==> src/rtl/pong_pkg.sv <==
// Shared definitions for the pong game sequencer: state codes, winner codes,
// ball centre position and default goal rows.
package pong_pkg;

    localparam logic [2:0] StIdle  = 3'd0;
    localparam logic [2:0] StServe = 3'd1;
    localparam logic [2:0] StPlay  = 3'd2;
    localparam logic [2:0] StPoint = 3'd3;
    localparam logic [2:0] StOver  = 3'd4;

    localparam logic [1:0] WinNone = 2'b00;
    localparam logic [1:0] WinP1   = 2'b01;
    localparam logic [1:0] WinP2   = 2'b10;

    localparam logic [9:0] BallCentreX = 10'd376;
    localparam logic [8:0] BallCentreY = 9'd232;

    localparam int unsigned TopGoalYDef = 12;
    localparam int unsigned BotGoalYDef = 452;

    // A frame count of zero would never expire, so it behaves as one frame.
    function automatic int unsigned frames_or_one(input int unsigned frames);
        return (frames == 0) ? 1 : frames;
    endfunction

    function automatic int unsigned cnt_width(input int unsigned a, input int unsigned b);
        int unsigned m;
        m = frames_or_one((a > b) ? a : b);
        return $clog2(m + 1);
    endfunction

endpackage

==> src/rtl/pong_btn_sync.sv <==
// Two-flop synchronizer for a raw push-button followed by a registered
// rising-edge detector producing a single-cycle pulse.
module pong_btn_sync (
    input  logic clk_i,
    input  logic rst_ni,
    input  logic btn_i,
    output logic pulse_o
);

    logic meta_q, sync_q, prev_q, pulse_q;

    always_ff @(posedge clk_i or negedge rst_ni) begin
        if (!rst_ni) begin
            meta_q  <= 1'b0;
            sync_q  <= 1'b0;
            prev_q  <= 1'b0;
            pulse_q <= 1'b0;
        end else begin
            meta_q  <= btn_i;
            sync_q  <= meta_q;
            prev_q  <= sync_q;
            pulse_q <= sync_q & ~prev_q;
        end
    end

    assign pulse_o = pulse_q;

endmodule

==> src/rtl/pong_game_ctrl.sv <==
// Pong game sequencer: serve/play/point/game-over control, goal detection and
// score keeping. Every output comes straight from a register.
module pong_game_ctrl
    import pong_pkg::*;
#(
    parameter int unsigned WIN_SCORE    = 7,
    parameter int unsigned SERVE_FRAMES = 60,
    parameter int unsigned POINT_FRAMES = 90,
    parameter int unsigned TOP_GOAL_Y   = TopGoalYDef,
    parameter int unsigned BOT_GOAL_Y   = BotGoalYDef
) (
    input  logic       clk_i,
    input  logic       rst_ni,
    input  logic       frame_tick_i,
    input  logic [8:0] ball_y_i,
    input  logic       start_btn_i,
    output logic       ball_run_o,
    output logic       ball_load_o,
    output logic       serve_dir_y_o,
    output logic [3:0] score1_o,
    output logic [3:0] score2_o,
    output logic [1:0] winner_o,
    output logic [2:0] state_o
);

    localparam int unsigned CntW = cnt_width(SERVE_FRAMES, POINT_FRAMES);
    localparam logic [CntW-1:0] ServeLoad = CntW'(frames_or_one(SERVE_FRAMES));
    localparam logic [CntW-1:0] PointLoad = CntW'(frames_or_one(POINT_FRAMES));
    localparam logic [CntW-1:0] CntOne    = CntW'(1);
    localparam logic [3:0]      WinVal    = 4'(WIN_SCORE);
    localparam logic [8:0]      TopY      = 9'(TOP_GOAL_Y);
    localparam logic [8:0]      BotY      = 9'(BOT_GOAL_Y);

    logic            start_pe;
    logic [2:0]      state_q, state_d;
    logic [CntW-1:0] cnt_q, cnt_d;
    logic [3:0]      score1_q, score1_d, score2_q, score2_d;
    logic [1:0]      winner_q, winner_d;
    logic            run_q, run_d, load_q, load_d, dir_q, dir_d;
    logic            top_goal, bot_goal, cnt_last;

    pong_btn_sync u_start_sync (
        .clk_i   (clk_i),
        .rst_ni  (rst_ni),
        .btn_i   (start_btn_i),
        .pulse_o (start_pe)
    );

    assign top_goal = (ball_y_i <= TopY);
    assign bot_goal = (ball_y_i >= BotY);
    assign cnt_last = (cnt_q == CntOne);

    always_comb begin
        state_d  = state_q;
        cnt_d    = cnt_q;
        score1_d = score1_q;
        score2_d = score2_q;
        winner_d = winner_q;
        dir_d    = dir_q;
        load_d   = 1'b0;

        case (state_q)
            StIdle: begin
                // A coincident frame_tick is deliberately ignored: the load wins.
                if (start_pe) begin
                    load_d  = 1'b1;
                    cnt_d   = ServeLoad;
                    state_d = StServe;
                end
            end
            StServe: begin
                if (frame_tick_i) begin
                    if (cnt_last) begin
                        cnt_d   = '0;
                        state_d = StPlay;
                    end else begin
                        cnt_d = cnt_q - CntOne;
                    end
                end
            end
            StPlay: begin
                if (frame_tick_i) begin
                    if (top_goal) begin
                        score1_d = score1_q + 4'd1;
                        dir_d    = 1'b1;
                        cnt_d    = PointLoad;
                        state_d  = StPoint;
                    end else if (bot_goal) begin
                        score2_d = score2_q + 4'd1;
                        dir_d    = 1'b0;
                        cnt_d    = PointLoad;
                        state_d  = StPoint;
                    end
                end
            end
            StPoint: begin
                if (frame_tick_i) begin
                    if (!cnt_last) begin
                        cnt_d = cnt_q - CntOne;
                    end else if (score1_q == WinVal || score2_q == WinVal) begin
                        cnt_d    = '0;
                        winner_d = (score1_q == WinVal) ? WinP1 : WinP2;
                        state_d  = StOver;
                    end else begin
                        load_d  = 1'b1;
                        cnt_d   = ServeLoad;
                        state_d = StServe;
                    end
                end
            end
            StOver: begin
                if (start_pe) begin
                    score1_d = '0;
                    score2_d = '0;
                    winner_d = WinNone;
                    dir_d    = 1'b0;
                    load_d   = 1'b1;
                    cnt_d    = ServeLoad;
                    state_d  = StServe;
                end
            end
            default: begin
                cnt_d   = '0;
                state_d = StIdle;
            end
        endcase

        run_d = (state_d == StPlay);
    end

    always_ff @(posedge clk_i or negedge rst_ni) begin
        if (!rst_ni) begin
            state_q  <= StIdle;
            cnt_q    <= '0;
            score1_q <= '0;
            score2_q <= '0;
            winner_q <= WinNone;
            run_q    <= 1'b0;
            load_q   <= 1'b0;
            dir_q    <= 1'b0;
        end else begin
            state_q  <= state_d;
            cnt_q    <= cnt_d;
            score1_q <= score1_d;
            score2_q <= score2_d;
            winner_q <= winner_d;
            run_q    <= run_d;
            load_q   <= load_d;
            dir_q    <= dir_d;
        end
    end

    assign ball_run_o    = run_q;
    assign ball_load_o   = load_q;
    assign serve_dir_y_o = dir_q;
    assign score1_o      = score1_q;
    assign score2_o      = score2_q;
    assign winner_o      = winner_q;
    assign state_o       = state_q;

endmodule

==> config.mk <==
export PLATFORM = sky130hd
export DESIGN_NAME = pong_game_ctrl
export DESIGN_NICKNAME = d
export VERILOG_FILES = /design/src/rtl/pong_pkg.sv /design/src/rtl/pong_btn_sync.sv /design/src/rtl/pong_game_ctrl.sv
export SDC_FILE = /design/constraint.sdc
export NUM_CORES = 1
export LEC_CHECK = 0
export ABC_AREA = 0
export CAP_MARGIN = 20
export CORE_ASPECT_RATIO = 1.75
export CORE_MARGIN = 2
export CORE_UTILIZATION = 55
export DETAILED_ROUTE_END_ITERATION = 8
export GPL_TIMING_DRIVEN = 1
export PLACE_DENSITY_LB_ADDON = 0.05
export RECOVER_POWER = 25
export SYNTH_ARGS = -nofsm -noshare
export SYNTH_HDL_FRONTEND = slang
export SYNTH_SLANG_ARGS = --single-unit
==> constraint.sdc <==
create_clock -name clk_i -period 3.45 [get_ports clk_i]
set_input_delay 0.69 -clock clk_i [delete_from_list [all_inputs] [get_ports clk_i]]
set_output_delay 0.69 -clock clk_i [all_outputs]
set_load 0.02 [all_outputs]
### Yosys cells after proc, flatten, opt, wreduce, memory -nomap -nowiden

Cells that the tools add are included.

| operators by class | value |
|---|---|
| add/sub/neg operators | 3 |
| order comparisons | 2 |
| eq/ne operators | 19 |
| multiplexer cells | 44 |
| reduce and logical (&&, ||, !) cells | 10 |
| bitwise logic cells | 2 |

Operators by type and width:

| operator | count |
|---|---|
| two-way mux 7 bit | 8 |
| case mux 7 bit (4 select lines) | 1 |
| two-way mux 3 bit | 9 |
| two-way mux 4 bit | 6 |
| != test 2 bit (second input constant) | 8 |
| case mux 4 bit (2 select lines) | 2 |
| AND reduction 5 bit | 3 |
| case mux 3 bit (4 select lines) | 1 |
| two-way mux 2 bit | 5 |
| == test 3 x 2 -> 1 bit (second input constant) | 3 |
| greater-or-equal comparator 9 bit (second input constant) | 1 |
| less-or-equal comparator 9 x 4 -> 1 bit (second input constant) | 1 |
| adder 4 x 1 -> 4 bit (second input constant) | 2 |
| == test 4 x 3 -> 1 bit (second input constant) | 2 |
| two-way mux 1 bit | 8 |
| AND reduction 4 bit | 2 |
| == test 7 x 1 -> 1 bit (second input constant) | 1 |
| subtractor 7 x 1 -> 7 bit (second input constant) | 1 |
| two-way mux 6 bit | 1 |
| != test 2 x 1 -> 1 bit (second input constant) | 2 |
| case mux 1 bit (2 select lines) | 2 |
| case mux 2 bit (2 select lines) | 1 |
| nonzero test 2 bit | 2 |
| == test 3 x 1 -> 1 bit (second input constant) | 1 |
| 7 further kinds | 7 |

| storage, ports and cells | value |
|---|---|
| output and inout bits | 16 |
| flip-flop bits (word level) | 27 |

### Longest topological paths before layout

| depth | value |
|---|---|
| depth in word-level cells | 7 |
| gate-level depth with buffers | 7 |

### Hierarchy

Synthesis repeated with hierarchy kept, for this count alone.

| second synthesis, totals | value |
|---|---|
| cells, all modules | 169 |
| area total of the unflattened synthesis | 1671.6 sq um |

Modules (own cells, without submodules):

| module | area an instance (sq um) | cells an instance | times used | sequential area each (sq um) |
|---|---|---|---|---|
| pong_game_ctrl | 1557.7 | 164 | 1 | 575.6 |
| pong_btn_sync | 113.9 | 5 | 1 | 100.1 |

### Worst setup path after synthesis

No wires, ideal clock.

| timing path | value |
|---|---|
| kind | input to register |
| start | input ball_y_i[8] |
| end | register cnt_q[2] |
| arrival | 1766 ps |
| path slack | 1563 ps |
| setup time | 121 ps |
| buffers on the path | 1 |
| stages on the path | 6 |
| required time | 3329 ps |
| path through | nand3_1 a21oi_1 o31a_1 clkbuf_1 o21ai_0 a22o_1 |

| between the ends | value |
|---|---|
| longest elaborated chain between the ends | 4 |
| elaborated cells between the ends (all ways) | 7 |
| classes of those cells | 2 x order compare; 1 x eq/ne; 3 x mux; 1 x reduce/logical |

RTL lines:

| what | RTL line | text |
|---|---|---|
| start, declared | pong_game_ctrl.sv:15 | `input logic [8:0] ball_y_i,` |
| less-or-equal comparator 9 x 4 -> 1 bit | pong_game_ctrl.sv:49 | `assign top_goal = (ball_y_i <= TopY);` |
| two-way mux 7 bit | pong_game_ctrl.sv:83 | `if (top_goal) begin` |
| two-way mux 7 bit | pong_game_ctrl.sv:82 | `if (frame_tick_i) begin` |
| case mux 7 bit (4 select lines) | pong_game_ctrl.sv:62 | `case (state_q)` |
| end signal, assigned | pong_game_ctrl.sv:143 | `cnt_q <= cnt_d;` |
| end, declared | pong_game_ctrl.sv:36 | `logic [CntW-1:0] cnt_q, cnt_d;` |

Several ways; a longest one is shown, not always the timed one. The select of a mux whose other input is x is not followed.
A chain may end at the register's enable or synchronous reset.

### Worst setup path after layout

| timing path | value |
|---|---|
| start | register state_q[2] (netlist: state_o[2]) |
| end | output state_o[2] |

RTL lines:

| what | RTL line | text |
|---|---|---|
| start, declared | pong_game_ctrl.sv:35 | `logic [2:0] state_q, state_d;` |
| start signal, assigned | pong_game_ctrl.sv:133 | `state_q <= StIdle;` |
| start signal, assigned | pong_game_ctrl.sv:142 | `state_q <= state_d;` |
| end, declared | pong_game_ctrl.sv:23 | `output logic [2:0] state_o` |

No word-level cell between the ends.

==> results.py <==
metrics = {
    "setup_path": {
        "setup.worst_path.start_class": "flip-flop",
        "critPathTopFamily": "flip-flops",
        "cp.arrival_ns": 1.76,
        "r2r_cells": 5,
        "path_max_fanout": 20,
        "slowest_stage": "dfrtp_1",
        "path_class": "flip-flop to output pin",
        "path_depth": 1,
        "path_buf_inv": 1,
        "required_ns": 2.76,
        "max_stage_delay_ns": 0.77,
        "crit_path_end_kind": "output pin",
        "r2r_slack_ns": 1.37,
        "crit_path_cell_trace": "clkdlybuf4s50_1",
    },
    "worst_hold_path": {
        "min_path_cells": 0,
        "min_path_type": "flip-flop to flip-flop",
    },
    "finish": {
        "nFillCells": 207,
        "diodes": 0,
        "drive_gt1_share_pct": 7.14,
        "area_growth_pct": 22.5,
        "nets": 200,
        "final_area_um2": 1850,
    },
    "die": {
        "core_um2": 2660,
        "die_area_um2": 3200,
        "die_h_um": 73.3,
        "rows": 25,
        "ios": 29,
        "die_w_um": 43.6,
        "start_util_pct": 56.8,
    },
    "timing": {
        "fin_skew_ns": 0.00548,
        "hold_viol": 0,
        "max_freq_mhz": 409,
        "setup_viol": 0,
        "fin_tns_setup_ns": 0,
        "slew_headroom_pct": 4.00,
        "min_period_ns": 2.45,
        "slew_viol_final": 0,
        "rsz0062_at_grt": "no",
        "holdWs_ns": 0.374,
        "worst_pin_slew_ns": 1.44,
        "finalCritPeriodShare_pct": 70.9,
    },
    "run": {
        "maxCapViolCount": 0,
    },
    "clock_network": {
        "cts_resized": 0,
        "cts_tree": "yes",
        "htreeDepth": 1,
        "insertion_delay_ns": 0.26,
        "post_cts_buffers": 0,
        "numCtsBuffers": 3,
        "cts-root-buf": "clkbuf_8",
        "cts_max_path_buffers": 2,
        "cts_sinks": 27,
        "clk_pin_slew_ns": 0.09,
        "ctsHoldBuffers": 0,
    },
    "synth": {
        "syn_inst": 155,
        "synth_top_family_by_area": "simple AND/OR/NAND/NOR gates",
        "synthArstFlopShare_pct": 100,
        "synth_warnings": 0,
        "synth.area.top_cells": "dfrtp_1 (45%), o21ai_1 (4.0%), nand2_1 (3.5%)",
        "synth_fp_nets": 172,
        "ys.flop_type": "dfrtp_1",
        "synth_area_leader_cell": "dfrtp_1",
        "ys_seq_area_share_pct": 44.7,
        "synth_xor_area_share_pct": 1.74,
        "synthMuxAreaShare_pct": 3.56,
        "synth_edf_count": 0,
        "synth-simple-area-share_pct": 23.4,
        "synthAdderAreaFrac_pct": 3.31,
        "syn_area_um2": 1510,
        "syn_avg_cell_area_um2": 9.74,
        "ys_ff_latch": 27,
        "synth_compound_area_share_pct": 20.4,
        "yosysTopAreaCellShare_pct": 44.7,
        "synth.distinct_cells": 43,
    },
    "pwr": {
        "power_uw": 931,
        "clockPowerShare_pct": 18.5,
        "power_frac_comb_pct": 33.0,
        "power_switching_uw": 332,
        "intPower_uw": 599,
        "seqPwrFrac_pct": 48.5,
        "vdd_drop_max_mv": 0.361,
        "powerDensity_nw_per_um2": 504,
        "leakagePower_nw": 0.738,
        "swShare_pct": 35.7,
    },
    "place": {
        "place_congestion": 0.852,
        "dp.final_hpwl_um": 2690,
        "placed_area_um2": 1810,
        "portBuffers": 28,
    },
    "route": {
        "routedWlPerCell_um": 16.6,
        "first_iter_violations": 33,
        "drt-total-wl_um": 3480,
        "antenna_left": 0,
        "post-route-drc-count": 0,
        "drtPass1Iterations": 4,
        "vias": 1275,
        "viasPerCell": 6.10,
    },
    "global_route": {
        "grt_pass1_wl_um": 5870,
        "antenna_found_initial": 0,
        "grt_usage_pct": 24.0,
        "grt_overflow_total": 0,
        "grt_start_max_net_pins": 28,
        "grt_pass1_vias": 1328,
    },
    "status": {
        "outcome": "completed",
    },
}
==> cells by family after synthesis <==
logic type / Yosys count
AND/OR/NAND/NOR: 57
AO/OA/AOI/OAI: 48
flip-flops: 27
buffers and inverters: 11
multiplexers: 5
adder cells (fa/ha/maj): 4
XOR/XNOR: 3
==> cells in the mapped netlist, drive strengths merged (2+ instances only) <==
cell type	n
dfrtp	27
o21ai	16
nand2	14
nor2	9
a21oi	7
a211oi	6
nor3	6
clkbuf	5
inv	5
nand3b	5
o211ai	5
a31oi	4
ha	4
nand2b	4
nand3	4
mux2	3
xor2	3
a22o	2
and2	2
and3	2
mux2i	2
nor2b	2
nor3b	2
o31a	2
or3	2
==> path summary, 6_finish.rpt <==
check                                               from                            end
setup / recovery                    state_o[2]$_DFF_PN0_                     state_o[2]
hold / removal             u_start_sync.meta_q$_DFF_PN0_  u_start_sync.sync_q$_DFF_PN0_
setup reg to reg                    cnt_q[3]$_DFFE_PN0P_           state_o[0]$_DFF_PN0_
hold reg to reg            u_start_sync.meta_q$_DFF_PN0_  u_start_sync.sync_q$_DFF_PN0_
max in group asynchronous                         rst_ni        score2_o[2]$_DFFE_PN0P_
min in group asynchronous                         rst_ni        score2_o[0]$_DFFE_PN0P_
==> layer usage <==
metal / GRT usage, % / wire, um / vias to the layer above / share of wire, %
met1: 26.9 / 1330 / 627 / 38
li1: - / - / 620 / -
met4: 8.08 / 36 / 0 / 1.0
met2: 44.6 / 2010 / 24 / 58
met3: 3.44 / 100 / 4 / 2.9
met5: 0 / 0 / - / 0
==> layout make-up <==
cell class,count,area (um^2),share of cell area (%)
Clock buffer,4,45.0,2.44
Inverter,5,18.8,1.01
Multi-Input combinational cell,117,792,42.8
Sequential cell,27,676,36.5
Tap cell,27,33.8,1.83
Timing Repair Buffer,29,284,15.4
==> stage by stage <==
stage | worst slack [ns] | instances | util [%]
3_5_place_dp | 0.934 | 205 | 68.0
5_1_grt | 0.935 | 209 | 69.6
2_1_floorplan | 1.56 | 155 | -
3_3_place_gp | 0.878 | 205 | 68.0
4_1_cts | 0.995 | 209 | 69.7
6_report | 1.00 | 209 | 69.6
==> state kept, by name (all words and copies together) (netlist names) <==
signal / flops
u_start_sync.prev_q: 1
ball_run_o: 1
u_start_sync.sync_q: 1
score2_o: 4
cnt_q: 7
score1_o: 4
state_o: 3
u_start_sync.meta_q: 1
winner_o: 2
ball_load_o: 1
u_start_sync.pulse_o: 1
serve_dir_y_o: 1
==> layout by cell type (no fill, tap or decap), types with 5 or more instances in the layout <==
cell and instances:
dfrtp_1 27, clkdlybuf4s50_1 26, nand2_1 14, o21ai_1 12
nor2_1 8, a21oi_1 7, a211oi_1 6, inv_1 5
nand3b_1 5, o211ai_1 5
==> power by group through the flow <==
| stage | Combinational (mW) | Sequential [mW] | Clock [mW] |
|---|---|---|---|
| final | 0.308 | 0.451 | 0.172 |
| after global placement | 0.292 | 0.452 | 0 |
| after floorplan | 0.231 | 0.430 | 0 |
| after global routing | 0.344 | 0.459 | 0.188 |
| after CTS | 0.312 | 0.450 | 0.178 |
| after detailed placement | 0.309 | 0.458 | 0 |
Note: power is estimated with default switching activity, not from simulation.
